$ cat config.mk
export PLATFORM = sky130hd
export DESIGN_NAME = ga_seq_ctrl
export DESIGN_NICKNAME = d
export VERILOG_FILES = /design/src/rtl/ga_pkg.sv /design/src/rtl/ga_best_tracker.sv /design/src/rtl/ga_seq_ctrl.sv
export SDC_FILE = /design/constraint.sdc
export NUM_CORES = 1
export LEC_CHECK = 0
export BUFFER_PORTS_ARGS = -buffer_cell sky130_fd_sc_hd__buf_2
export CAP_MARGIN = 20
export CORE_MARGIN = 3
export CORE_UTILIZATION = 58
export DETAILED_ROUTE_END_ITERATION = 10
export PLACE_DENSITY = 0.89
export SLEW_MARGIN = 10
export SYNTH_ARGS = -nofsm -noshare
export SYNTH_HDL_FRONTEND = slang
export SYNTH_SLANG_ARGS = --single-unit
export TNS_END_PERCENT = 50
$ cat constraint.sdc
create_clock -name clk -period 7.1 [get_ports clk]
set_clock_uncertainty 0.2 [all_clocks]
set_input_delay 0.71 -clock clk [delete_from_list [all_inputs] [get_ports clk]]
set_output_delay 0.71 -clock clk [all_outputs]
set_load 0.1 [all_outputs]
$ cat src/rtl/ga_pkg.sv
// Shared types and constants for the GA generation sequencer.
//  ga_seq_state_t : sequencer state encoding
//  GA_STAGES      : number of pipeline stages (RNG, FIT, SEL, XOVER, MUT)
//  FILL_CYCLES    : cycles spent priming the pipeline before the initial population
//  ga_fit_t       : fitness type at the default fitness width
//  FIT_MIN()      : most negative value of a signed field of the given width (low bits)
package ga_pkg;

    localparam int unsigned GA_STAGES   = 5;
    localparam int unsigned FILL_CYCLES = 4;
    localparam int unsigned GA_FIT_W    = 27;

    typedef logic signed [GA_FIT_W-1:0] ga_fit_t;

    typedef enum logic [2:0] {
        StIdle,
        StFill,
        StInitPop,
        StEvolve,
        StDrain,
        StDone
    } ga_seq_state_t;

    // Only the sign bit of a width-bit field is set; callers truncate to width.
    function automatic logic [63:0] FIT_MIN(input int unsigned width);
        logic [63:0] v;
        v = '0;
        v[width-1] = 1'b1;
        return v;
    endfunction

endpackage

$ cat src/rtl/ga_best_tracker.sv
// Best-chromosome tracker for the GA sequencer.
// Picks the fitter of an evaluated pair (signed, tie -> [0]) and replaces the stored best only
// when strictly greater than the current best fitness.
// Ports:
//  clk, reset_n  clock, asynchronous active-low reset
//  clear         synchronous clear to reset values (new run)
//  track_en      candidate pair is valid and tracking is active
//  cand_chrom    pair of chromosomes, [0] in the low half
//  cand_fit      pair of signed fitnesses, [0] in the low half
//  best          best chromosome so far
//  best_fit      its signed fitness
//  update        strobe: best is being replaced this cycle
module ga_best_tracker
    import ga_pkg::*;
#(
    parameter int unsigned CHROM_W = 32,
    parameter int unsigned FIT_W   = 27
) (
    input  logic                 clk,
    input  logic                 reset_n,
    input  logic                 clear,
    input  logic                 track_en,
    input  logic [2*CHROM_W-1:0] cand_chrom,
    input  logic [2*FIT_W-1:0]   cand_fit,
    output logic [CHROM_W-1:0]   best,
    output logic [FIT_W-1:0]     best_fit,
    output logic                 update
);

    localparam logic [FIT_W-1:0] FitMinV = FIT_W'(FIT_MIN(FIT_W));

    logic signed [FIT_W-1:0] fit0, fit1, win_fit, best_fit_q;
    logic        [CHROM_W-1:0] win_chrom, best_q;
    logic                      pick1;

    assign fit0 = cand_fit[FIT_W-1:0];
    assign fit1 = cand_fit[2*FIT_W-1:FIT_W];

    always_comb begin
        pick1     = fit1 > fit0;
        win_fit   = pick1 ? fit1 : fit0;
        win_chrom = pick1 ? cand_chrom[2*CHROM_W-1:CHROM_W] : cand_chrom[CHROM_W-1:0];
        update    = track_en && (win_fit > best_fit_q);
    end

    always_ff @(posedge clk or negedge reset_n) begin
        if (!reset_n) begin
            best_q     <= '0;
            best_fit_q <= FitMinV;
        end else if (clear) begin
            best_q     <= '0;
            best_fit_q <= FitMinV;
        end else if (update) begin
            best_q     <= win_chrom;
            best_fit_q <= win_fit;
        end
    end

    assign best     = best_q;
    assign best_fit = best_fit_q;

endmodule

$ cat src/rtl/ga_seq_ctrl.sv
// Generation sequencer for the GA pipeline (RNG -> FIT -> SEL -> XOVER -> MUT).
// Primes the pipeline one stage per cycle, streams POP_SIZE/2 pair-slots of initial population,
// runs max_gen generations of POP_SIZE/2 pair-slots, drains in pipeline order and pulses done.
// Optional feature macro: GA_STALL_STOP_EN (early stop after STALL_GENS generations without a
// best-fitness improvement; stalled reports it). Without it, stalled is tied low.
// Ports:
//  clk, reset_n    clock, asynchronous active-low reset
//  start, abort    start request (IDLE only), synchronous abort back to IDLE
//  max_gen         generation limit, captured at start
//  cand_valid      fitness-stage pair valid; cand_chrom / cand_fit carry the pair
//  rng_en..mut_en  stage enables
//  busy, done      run in progress, one-cycle completion pulse
//  stalled         completion was an early stop
//  gen_count       completed generations (saturating)
//  best, best_fit  best chromosome and its signed fitness
module ga_seq_ctrl
    import ga_pkg::*;
#(
    parameter int unsigned CHROM_W    = 32,
    parameter int unsigned FIT_W      = 27,
    parameter int unsigned POP_SIZE   = 16,
    parameter int unsigned GEN_W      = 16,
    parameter int unsigned STALL_GENS = 8
) (
    input  logic                 clk,
    input  logic                 reset_n,
    input  logic                 start,
    input  logic                 abort,
    input  logic [GEN_W-1:0]     max_gen,
    input  logic                 cand_valid,
    input  logic [2*CHROM_W-1:0] cand_chrom,
    input  logic [2*FIT_W-1:0]   cand_fit,
    output logic                 rng_en,
    output logic                 ff_en,
    output logic                 sel_en,
    output logic                 xover_en,
    output logic                 mut_en,
    output logic                 busy,
    output logic                 done,
    output logic                 stalled,
    output logic [GEN_W-1:0]     gen_count,
    output logic [CHROM_W-1:0]   best,
    output logic [FIT_W-1:0]     best_fit
);

    localparam int unsigned HALF  = POP_SIZE / 2;
    localparam int unsigned CNT_W = $clog2(POP_SIZE + 8);

    ga_seq_state_t          state_q;
    logic [GA_STAGES-1:0]   en_q, en_drop;
    logic [CNT_W-1:0]       cnt_q;
    logic [GEN_W-1:0]       gen_q, gen_inc, max_gen_q;
    logic                   busy_q, done_q;
    logic                   run_start, best_upd, stall_hit;

    assign run_start = (state_q == StIdle) && start;

    ga_best_tracker #(
        .CHROM_W (CHROM_W),
        .FIT_W   (FIT_W)
    ) u_best (
        .clk        (clk),
        .reset_n    (reset_n),
        .clear      (run_start),
        .track_en   (cand_valid && (state_q != StIdle)),
        .cand_chrom (cand_chrom),
        .cand_fit   (cand_fit),
        .best       (best),
        .best_fit   (best_fit),
        .update     (best_upd)
    );

    always_comb begin
        gen_inc = (gen_q == '1) ? gen_q : gen_q + 1'b1;
        // Drop the lowest still-active stage: enables fall in pipeline order.
        en_drop = en_q & {en_q[GA_STAGES-2:0], 1'b0};
    end

`ifdef GA_STALL_STOP_EN
    logic [GEN_W-1:0] stall_q, stall_nxt;
    logic             stall_stop_q, stalled_q;

    always_comb begin
        stall_nxt = best_upd ? '0 : stall_q + 1'b1;
        stall_hit = stall_nxt >= GEN_W'(STALL_GENS);
    end

    always_ff @(posedge clk or negedge reset_n) begin
        if (!reset_n) begin
            stall_q      <= '0;
            stall_stop_q <= 1'b0;
            stalled_q    <= 1'b0;
        end else if (run_start) begin
            stall_q      <= '0;
            stall_stop_q <= 1'b0;
            stalled_q    <= 1'b0;
        end else if (state_q != StIdle && !abort) begin
            if (state_q == StEvolve && cnt_q == CNT_W'(HALF - 1)) begin
                stall_q <= stall_nxt;
                if (stall_hit) stall_stop_q <= 1'b1;
            end else if (best_upd) begin
                stall_q <= '0;
            end
            if (state_q == StDrain && cnt_q == CNT_W'(GA_STAGES - 1)) stalled_q <= stall_stop_q;
        end
    end

    assign stalled = stalled_q;
`else
    logic unused_cfg;
    assign stall_hit  = 1'b0;
    assign stalled    = 1'b0;
    assign unused_cfg = ^{STALL_GENS, best_upd};
`endif

    always_ff @(posedge clk or negedge reset_n) begin
        if (!reset_n) begin
            state_q   <= StIdle;
            en_q      <= '0;
            cnt_q     <= '0;
            gen_q     <= '0;
            max_gen_q <= '0;
            busy_q    <= 1'b0;
            done_q    <= 1'b0;
        end else if (abort && state_q != StIdle) begin
            // Abort beats every transition; results are left untouched.
            state_q <= StIdle;
            en_q    <= '0;
            cnt_q   <= '0;
            busy_q  <= 1'b0;
            done_q  <= 1'b0;
        end else begin
            unique case (state_q)
                StIdle: begin
                    done_q <= 1'b0;
                    if (start) begin
                        state_q   <= StFill;
                        en_q      <= GA_STAGES'(1);
                        cnt_q     <= '0;
                        gen_q     <= '0;
                        max_gen_q <= max_gen;
                        busy_q    <= 1'b1;
                    end
                end
                StFill: begin
                    if (cnt_q == CNT_W'(FILL_CYCLES - 1)) begin
                        state_q <= StInitPop;
                        en_q[3] <= 1'b0;
                        cnt_q   <= '0;
                    end else begin
                        en_q  <= {en_q[GA_STAGES-2:0], 1'b1};
                        cnt_q <= cnt_q + 1'b1;
                    end
                end
                StInitPop: begin
                    if (cnt_q == CNT_W'(HALF - 1)) begin
                        cnt_q <= '0;
                        if (max_gen_q == '0) begin
                            state_q <= StDrain;
                            en_q    <= en_drop;
                        end else begin
                            state_q <= StEvolve;
                            en_q    <= '1;
                        end
                    end else begin
                        cnt_q <= cnt_q + 1'b1;
                    end
                end
                StEvolve: begin
                    if (cnt_q == CNT_W'(HALF - 1)) begin
                        cnt_q <= '0;
                        gen_q <= gen_inc;
                        if (gen_inc == max_gen_q || stall_hit) begin
                            state_q <= StDrain;
                            en_q    <= en_drop;
                        end
                    end else begin
                        cnt_q <= cnt_q + 1'b1;
                    end
                end
                StDrain: begin
                    if (cnt_q == CNT_W'(GA_STAGES - 1)) begin
                        state_q <= StDone;
                        en_q    <= '0;
                        cnt_q   <= '0;
                        busy_q  <= 1'b0;
                        done_q  <= 1'b1;
                    end else begin
                        en_q  <= en_drop;
                        cnt_q <= cnt_q + 1'b1;
                    end
                end
                StDone: begin
                    state_q <= StIdle;
                    done_q  <= 1'b0;
                end
                default: begin
                    state_q <= StIdle;
                    en_q    <= '0;
                    busy_q  <= 1'b0;
                    done_q  <= 1'b0;
                end
            endcase
        end
    end

    assign rng_en    = en_q[0];
    assign ff_en     = en_q[1];
    assign sel_en    = en_q[2];
    assign xover_en  = en_q[3];
    assign mut_en    = en_q[4];
    assign busy      = busy_q;
    assign done      = done_q;
    assign gen_count = gen_q;

endmodule

==> run metrics, run 1 <==
clk root buf=clkbuf_16; GR Util All Layers=0.2840; DP Cell Count=1,225; CTS Buf Count=9; Power, Total=4.448 mW; post-synthesis net count=1,068; Avg Vias per Cell=a little under 6; Max Cap Violations=0; Critical Path Source Type=input pin; worst hold-check path type=in2async; setup TNS=0 ns; share of the synthesized area in the top cell type=0.3357; WP data required=7.14 ns; Clk pin slew, worst setup/hold paths=0.07 ns; IO buf count=220; DRT Pass-1 Iters=5; Finished Core Util=0.7208; Cell Rows=a little over 40; fin nets=around 1,300; peak per-stage delay on the critical path=0.56 ns; ys flop type=dfrtp_1; Clock Latency Late Sink=0.35 ns; Tcrit/Tclk final=0.8786; EDFF count, synth=0; Min Clock Period, post-route=6.238 ns; GRT met1 Usage=0.3692; status=finished, final reports clean; Leakage=4.735 nW; most frequent cells after synthesis=116 x nand2_1, 105 x dfrtp_1, 73 x mux2i_1; final hold viol count=0; count of final setup violators=0; die width=~120 µm; initial antenna violation count=2; Syn Area/Cell=8.975 µm²; vias in the first global route=7,147; post-CTS sizing=0; reg2reg setup slack=around 3.4 ns; global route overflow=0; Slew @ Worst Pin=0.8619 ns; Final Non-Filler Cells=1,242; sequential area share after synthesis=0.3391; Final Max Tran Viols=0; wire per inst=17.19 µm; Crit Path Max Fanout=between 40 and 50; Routed Wire Length=21.34 mm; Worst Path Buf+Inv=4; Post-Syn Instances=872; Post-route DRC=0; number of synthesis warnings=0; Synth area leaders=dfrtp_1 34%, mux2i_1 9.3%, ha_1 9.1%; share of layout cells above drive strength 1=0.3068; endpoint class of the critical path=flip-flop; maximum vdd drop=0.3781 mV; Slowest-stage cell, CP=mux2i_4; vias=7,339; largest net degree at the start of global routing=69; Clock Path Buffers=2; area of the core=12,930 µm²; Starting Density=0.6054; critical path class=in2reg; Sink Count=approximately 110; gr busiest metal=met2; Slew headroom=0.4254; area of the mapped netlist=just under 8000 µm²; starting DRC count in detailed routing=617; Clock H-tree levels=3; area delta synth->final=19.06%; die height=122.2 µm; CP top delay family=multiplexers; critical path, cell by cell=buf_2, inv_1, ha_1, nand4_1, nor4_1, o31ai_1, o211ai_1, mux2i_4, buf_4, mux2_2, ha_1, a21o_1, a21o_1, a211oi_1, o221ai_1, a221o_1, a21oi_1, mux2i_4, buf_12, mux2_2; first-pass GRT wire length=34.01 mm; worst path arrival time=6.28 ns; most common cell in the synthesized netlist=nand2_1; Hold-fix buffers, CTS=0; Die ar.=14,920 µm²; Routability Congestion=0.9214; FF+latch count, synth=~110; GRT met2 Usage=0.4620; Final ANT Viol Nets=0; area leader, netlist=dfrtp_1; Top Ports=222; fill cell count=981; Power Density=around 480 nW/µm²; postcts setup bufs=0; top achievable clock speed=about 0.16 GHz; met3 global-route usage=0.05153; RSZ-0062 raised after global routing=no; CTS tree=yes; DP HPWL=16.43 mm; Unique masters post-synth=76; post-synthesis async set-or-reset flop share=1.000
==> layer usage <==
layer	vias up	wire [µm]
met5	-	13
met4	2	731
met3	62	1878
met2	367	10080
met1	3395	8643
li1	3513	-
==> where the power goes <==
part	leakage, nW	internal [mW]	switching (mW)
logic	3.24	0.780	2.13
registers	1.36	0.841	0.208
clock network	0.137	0.252	0.239
total	4.74	1.87	2.58
==> cell usage in the layout (no fill, tap or decap), drive strengths merged, types with 4 or more instances in the layout <==
master | synthesis | routed
a31o | 5 | 5
nor3 | 17 | 17
and3 | 5 | 5
and2 | 7 | 7
a211oi | 6 | 6
nand2 | 118 | 118
clkbuf | 24 | 10
a31oi | 4 | 4
o211ai | 5 | 5
ha | 57 | 57
inv | 68 | 70
mux2i | 73 | 73
nand3 | 22 | 22
xor2 | 7 | 7
a21o | 15 | 15
nor2 | 60 | 60
mux2 | 55 | 55
nand4 | 29 | 29
o21ai | 34 | 34
a21oi | 33 | 33
nor4 | 10 | 10
buf | 23 | 228
o31ai | 8 | 8
dfrtp | 105 | 105
o22ai | 6 | 6
or3 | 7 | 7
xnor2 | 9 | 9
nor2b | 8 | 8
==> worst register-to-register path: cells and delay by family (launching register included) <==
kind                     cells  cell delay (ns)
multiplexers                 2             0.96
buffers and inverters        2             0.40
adder cells (fa/ha/maj)      1             0.32
flip-flops                   1             0.34
AO/OA/AOI/OAI                6             1.41
==> cell families (layout without fill, tap and decap cells) <==
group | count (synthesis) | count (layout) | share of synthesized area
compound gates | 150 | 150 | 0.1284
xor+xnor | 16 | 16 | 0.01791
fa+ha+maj | 57 | 57 | 0.09113
buf+inv | 115 | 312 | 0.06027
flops | 106 | 106 | 0.3391
mux | 128 | 128 | 0.1725
other cells | 1 | 2 | 0.0004792
simple gates | 299 | 299 | 0.1902
==> final cells by class <==
cell class,count,area (µm²),area share
Timing Repair Buffer,228,1176,0.1262
Sequential cell,106,2654,0.2848
Tap cell,172,215.2,0.02310
Inverter,68,255.2,0.02739
Multi-Input combinational cell,651,4727,0.5073
Clock buffer,10,239.0,0.02565
Clock inverter,6,48.80,0.005237
Antenna cell,1,2.502,0.0002686
==> metrics by stage <==
step	hold WS [ns]	setup WS, ns	area (µm²)
after floorplan	0.2144	1.573	7826
after global placement	0.2669	0.8282	9027
after detailed placement	0.2763	0.5464	9027
after CTS	0.1240	0.8851	9315
after global routing	0.1382	0.5185	9318
final	0.1086	0.8617	9318
==> final timing paths <==
check,endpoint,cells after the start,start
setup / recovery,u_best.best_fit[22]$_DFFE_PN0P_,20,cand_fit[22]
hold / removal,u_best.best[22]$_DFFE_PN0P_,1,reset_n
setup reg to reg,u_best.best_fit[22]$_DFFE_PN0P_,11,u_best.best_fit[2]$_DFFE_PN0P_
hold reg to reg,busy$_DFFE_PN0P_,2,busy$_DFFE_PN0P_
max in group asynchronous,gen_count[1]$_DFFE_PN0P_,2,reset_n
min in group clk,busy$_DFFE_PN0P_,2,busy$_DFFE_PN0P_
==> sequential cells by signal, indices dropped and copies added (netlist names), 3 cells and up <==
signal	count
state_q	3
max_gen_q	16
u_best.best_fit	27
gen_count	16
u_best.best	32
en_q	5
cnt_q	5
(Power assumes the default switching activity.)
==> run 2: changes to the inputs <==
--- a/config.mk
+++ b/config.mk
@@ -8,9 +8,10 @@
 export BUFFER_PORTS_ARGS = -buffer_cell sky130_fd_sc_hd__buf_2
 export CAP_MARGIN = 20
 export CORE_MARGIN = 3
-export CORE_UTILIZATION = 58
+export CORE_UTILIZATION = 54
 export DETAILED_ROUTE_END_ITERATION = 10
-export PLACE_DENSITY = 0.89
+export GPL_TIMING_DRIVEN = 0
+export PLACE_DENSITY = 0.83
 export SLEW_MARGIN = 10
 export SYNTH_ARGS = -nofsm -noshare
 export SYNTH_HDL_FRONTEND = slang
==> constraint.sdc (replaced) <==
create_clock -name clk -period 5.86 [get_ports clk]
set_clock_uncertainty 0.2 [all_clocks]
set_input_delay 0.586 -clock clk [delete_from_list [all_inputs] [get_ports clk]]
set_output_delay 0.586 -clock clk [all_outputs]
set_load 0.1 [all_outputs]
==> run 2 against run 1 <==
  * Non-clock buffer count rose by 44
  * Critical endpoint is now u_best.best_fit[14]$_DFFE_PN0P_
  * First-iteration DRC count decreased by 18%
  * Critical path type unchanged
  * Die area rose by 7.0%
  * Largest cell class unchanged
  * Power up 22%
==> run metrics, run 2 (synthesis results as in run 1) <==
Final ANT Viol Nets=0; Worst R2R Start=gen_count[0]$_DFFE_PN0P_; starting DRC count in detailed routing=around 500; status=finished, final reports clean; DP Area=9186 µm²; DRT Pass-1 Iters=5; first-pass GRT wire length=35.16 mm; max reg flops=32; Finished Core Util=0.6776; endpoint class of the critical path=flip-flop; final hold viol count=0; die height=126.4 µm; DP HPWL=17.35 mm; Starting Density=0.5573; area of the core=14,040 µm²; Die ar.=15,970 µm²; Slew headroom=0.5245; Clock H-tree levels=3; Tcrit/Tclk final=0.9490; most frequent cells in the layout=234 x buf_2, 116 x nand2_1, 105 x dfrtp_1; worst path arrival time=5.60 ns; vias in the first global route=between 7,000 and 8,000; RSZ-0062 raised after global routing=no; Slew @ Worst Pin=around 0.71 ns; Cell Rows=43; Hold Worst Slack=0.2127 ns; Hold Path Cell Cnt=3; Routability Congestion=a little under 1; top achievable clock speed=~0.18 GHz; Clock Latency Late Sink=0.35 ns; Final WS setup=0.2988 ns; ANT cells=0; Power Density=568.5 nW/µm²; share of layout cells above drive strength 1=0.3150; worst r2r path cells=10; Final Cell Area=9515 µm²; Max Cap Violations=0; maximum vdd drop=0.3974 mV; Int Power=between 2 and 2.5 mW; WP data required=between 5 and 6 ns; largest net degree at the start of global routing=57; Hold EP=max_gen_q[12]$_DFFE_PN0P_; GR Util All Layers=0.2680; Sequential Power Share=0.228; Clk pin slew, worst setup/hold paths=0.08 ns; die width=126.4 µm; Clock Path Buffers=2; Min Clock Period, post-route=between 5 and 6 ns; global route overflow=0; vias=7,475; CTS Buf Count=9; Crit Path Max Fanout=10; fin nets=1,304; IO buf count=220; worst hold-check path type=in2reg; reg2reg setup slack=2.17 ns; CTS tree=yes; Net Sw Power=3.138 mW; critical path class=in2reg; Final Max Tran Viols=0; hold path startpoint=max_gen[12]; Switching Share=0.5802; Leakage=4.878 nW; DP Worst Slack=-0.6292 ns; Logic pwr share=0.665; Critical Path Source Type=input pin; count of final setup violators=0; initial antenna violation count=0; fill cell count=~1,100; Avg Vias per Cell=5.790; Sink Count=about 110; Post-route DRC=0; clk root buf=clkbuf_16; Clock power frac=0.106; most common cell after layout, fill and taps aside=buf_2; wire per inst=16.90 µm; Top Ports=approximately 220; reg2reg end=en_q[0]$_DFFE_PN0P_; area delta synth->final=21.58%; Routed Wire Length=21.82 mm
[run 2: timing repair]
item                                   in CTS  in global routing
gates resized for setup                     8                  6
endpoints found under the hold margin      20                  0
setup endpoints to repair                  59                 59
setup buffers                               0                  3
hold buffers                                1                  0
[run 2: worst max path at each step]
stage | start | end | slack, ns | cells after the start
after floorplan | cand_fit[16] | u_best.best_fit[1]$_DFFE_PN0P_ | 0.46 | 20
after global placement | cand_fit[16] | u_best.best_fit[2]$_DFFE_PN0P_ | -0.54 | 21
after detailed placement | cand_fit[16] | u_best.best[22]$_DFFE_PN0P_ | -0.63 | 22
after CTS | cand_fit[16] | u_best.best_fit[14]$_DFFE_PN0P_ | 0.02 | 21
after global routing | cand_fit[16] | u_best.best[12]$_DFFE_PN0P_ | 0.006 | 23
final | cand_fit[16] | u_best.best_fit[14]$_DFFE_PN0P_ | 0.30 | 22
[run 2: area by class of cell]
type	instances	area, µm²	area share
plain buffers	47	231.5	0.02433
flip-flops and latches	106	2654	0.2789
well taps	180	225.2	0.02367
repair buffers	225	1167	0.1227
inverters	68	255.2	0.02682
clock buffers	9	225.2	0.02367
multi-input cells	651	4717	0.4957
clock inverters	5	40.04	0.004208
[run 2: through the flow]
step / power (mW) / instances / TNS [ns]
after floorplan: 4.082 / 872 / 0
after global placement: 4.712 / 1272 / -26.63
after detailed placement: 4.787 / 1273 / -30.32
after CTS: 5.388 / 1288 / 0
after global routing: 5.699 / 1291 / 0
final: 5.409 / 1291 / 0
[run 2: routing by layer]
metal  vias up  part of all wire  GRT usage  wire length [µm]
li1       3592                 -          -                 -
met1      3525              0.43     0.3536              9282
met2       309              0.48     0.4502             10420
met3        49             0.067    0.03453              1464
met4         0             0.030     0.1035               661
met5         -                 0          0                 0
[run 2: power groups by stage]
stage | combinational [mW] | clock, mW | sequential [mW]
CTS | 3.57 | 0.586 | 1.23
detailed placement | 3.55 | 0 | 1.24
floorplan | 1.37 | 0 | 2.71
finish | 3.60 | 0.576 | 1.23
global route | 3.82 | 0.611 | 1.27
global placement | 3.48 | 0 | 1.23
[run 2: critical path, cell delays in order]
cell	delay, ns
buf_2	0.09
inv_1	0.04
ha_1	0.30
a21o_1	0.19
nand3_1	0.07
a21oi_1	0.06
a2111oi_1	0.41
o211ai_1	0.17
mux2i_2	0.22
buf_4	0.17
clkbuf_4	0.22
mux2_2	0.37
ha_1	0.29
a21oi_1	0.16
o21ai_0	0.11
a21o_1	0.21
a211o_1	0.29
a221o_1	0.35
a21oi_1	0.24
mux2i_2	0.32
buf_2	0.33
mux2_2	0.39
==> run 3: changes to the inputs <==
--- a/config.mk
+++ b/config.mk
@@ -8,10 +8,10 @@
 export BUFFER_PORTS_ARGS = -buffer_cell sky130_fd_sc_hd__buf_2
 export CAP_MARGIN = 20
 export CORE_MARGIN = 3
-export CORE_UTILIZATION = 54
+export CORE_UTILIZATION = 48
 export DETAILED_ROUTE_END_ITERATION = 10
 export GPL_TIMING_DRIVEN = 0
-export PLACE_DENSITY = 0.83
+export PLACE_DENSITY = 0.78
 export SLEW_MARGIN = 10
 export SYNTH_ARGS = -nofsm -noshare
 export SYNTH_HDL_FRONTEND = slang
==> constraint.sdc (replaced) <==
create_clock -name clk -period 4.7 [get_ports clk]
set_clock_uncertainty 0.2 [all_clocks]
set_input_delay 0.47 -clock clk [delete_from_list [all_inputs] [get_ports clk]]
set_output_delay 0.47 -clock clk [all_outputs]
set_load 0.1 [all_outputs]
==> run 3 against run 2 <==
  * Clock-buffer cell count is the same
  * Setup slack lost 0.61 ns
  * Register-to-register slack worse by 0.97 ns
  * Critical path type unchanged
  * Final cell count rose by 4.3%
  * Highest routed layer is now met5
  * Sequential share of layout area fell by 2.4 points
  * Worst hold slack got worse by 0.11 ns
  * Global-route usage shrank 0.42 points
  * The flow now finishes with violations (negative setup slack)
  * First-iteration DRC count down 6.5%
  * Non-clock buffer count is 18 higher
==> run metrics, run 3 (synthesis results as in run 1) <==
initial antenna violation count=1; ANT cells=0; RSZ-0062 raised after global routing=yes; violated checks=negative setup slack; Most Frequent Cell on Critical Path=buf_6; Leakage=slightly above 5 nW; largest net degree at the start of global routing=a little over 70; area delta synth->final=33.16%; die width=133.7 µm; area of the core=approximately 16,000 µm²; critical path, cell by cell=buf_2, inv_1, ha_1, nand4_1, nor4_4, o31ai_2, o211ai_1, mux2i_2, buf_6, buf_12, mux2_4, ha_4, a21oi_2, o21ai_1, a21o_1, a211o_1, a221o_1, a21oi_4, mux2i_4, buf_6, buf_8, mux2_2; WP data required=4.76 ns; share of layout cells above drive strength 1=0.3678; Final ANT Viol Nets=0; Routed Wire Length=24.26 mm; Starting Density=0.4909; Critical Path Source Type=input pin; endpoint class of the critical path=flip-flop; starting DRC count in detailed routing=471; Routability Congestion=0.9081; vias in the first global route=around 7,500; Sink Count=106; Tcrit/Tclk final=1.067; maximum vdd drop=0.7018 mV; worst path arrival time=5.07 ns; Clk pin slew, worst setup/hold paths=0.09 ns; Min Clock Period, post-route=~5 ns; DP Cell Count=about 1,300; top achievable clock speed=about 0.2 GHz; peak per-stage delay on the critical path=0.40 ns; Final Cell Area=~10,000 µm²; Max Cap Violations=0; most frequent cells in the layout=223 x buf_2, 116 x nand2_1, 105 x dfrtp_1; Slew headroom=0.4856; count of final setup violators=59; Clock Latency Late Sink=around 0.37 ns; GR Util All Layers=0.2638; Power Density=699.2 nW/µm²; CP top delay family=compound AO/OA/AOI/OAI gates; global route overflow=0; DP HPWL=between 15 and 20 mm; CTS Buf Count=9; DP Area=9603 µm²; IO buf count=220; Final Non-Filler Cells=1,347; DP Worst Slack=-0.9950 ns; Clock H-tree levels=3; Worst Path Buf+Inv=6; Die ar.=around 18,000 µm²; status=complete, but fails checks; Avg Vias per Cell=5.653; vias=7,615; Final WS setup=-0.3145 ns; max reg flops=32; Clock Path Buffers=2; die height=approximately 130 µm; Hold Worst Slack=a little over 0.1 ns; clk root buf=clkbuf_16; Slew @ Worst Pin=0.7645 ns; Cell Rows=46; first-pass GRT wire length=37.93 mm; Slowest-stage cell, CP=a221o_1; fin nets=1,322; worst hold-check path type=in2reg; wire per inst=roughly 18 µm; Crit Path Max Fanout=5; final hold viol count=0; Top Ports=222; most common cell after layout, fill and taps aside=buf_2; Finished Core Util=0.6537; CTS tree=yes; DRT Pass-1 Iters=5; critical path class=in2reg; Final Max Tran Viols=0; Post-route DRC=0
==> run 3: changes by cell type in the layout (fill, tap and decap cells not counted), sizes merged <==
cell,delta
buf,+17
clkbuf,+1
inv,+2
==> run 3: worst reg2reg max path, cell delays in order (launching register included) <==
cell and delay (ns):
dfrtp_1 0.51, ha_1 0.36, nand3_2 0.13, buf_2 0.21, nor2_4 0.28, nand2_2 0.18
or3_1 0.41, a2111oi_2 0.35, nand4_1 0.19, and3_4 0.24, o32a_1 0.34
==> run 3: power by group <==
part	internal [mW]	total [mW]	switching [mW]	leakage (nW)
sequential	1.27	1.54	0.274	1.36
clock	0.376	0.766	0.390	0.146
combinational	1.52	4.98	3.45	3.67
total	3.17	7.29	4.12	5.17
==> run 3: final cells by class <==
cell class                      count  area (µm²)
Multi-Input combinational cell    651        5176
Clock buffer                        9       225.2
Sequential cell                   106        2654
Fill cell                        1285        5522
Clock inverter                      7       68.82
Tap cell                          216       270.3
Timing Repair Buffer              243        1408
Inverter                           68       285.3
Buffer                             47       334.1
==> run 3: metal layers <==
layer,wire (µm),vias up,GRT usage
li1,-,3618,-
met1,9752,3633,0.3281
met2,12100,310,0.4520
met3,1645,52,0.05853
met4,746,2,0.09429
met5,13,-,0
==> run 3: timing repair <==
action,CTS,global route
hold buffers,1,0
gates resized for setup,39,21
endpoints found under the setup margin,59,59
endpoints found under the hold margin,35,0
setup buffers,12,5
cloned,3,1
pin swaps,9,9
==> run 3: through the flow <==
stage / total power, mW / TNS (ns)
5_1_grt: 7.693 / -22.84
6_report: 7.287 / -15.83
3_3_place_gp: 6.132 / -53.88
3_5_place_dp: 6.211 / -55.75
4_1_cts: 7.213 / -5.505
2_1_floorplan: 5.283 / -1.301
==> run 3: final timing paths <==
path	start	end	slack (ns)	cells after the start
max	cand_fit[24]	u_best.best_fit[9]$_DFFE_PN0P_	-0.31	22
min	max_gen[0]	max_gen_q[0]$_DFFE_PN0P_	0.10	3
max reg2reg	gen_count[1]$_DFFE_PN0P_	state_q[1]$_DFFE_PN0P_	1.20	10
min reg2reg	busy$_DFFE_PN0P_	busy$_DFFE_PN0P_	0.30	2
max in group asynchronous	reset_n	u_best.best_fit[26]$_DFFE_PN1P_	3.26	3
min in group asynchronous	reset_n	gen_count[8]$_DFFE_PN0P_	0.37	2
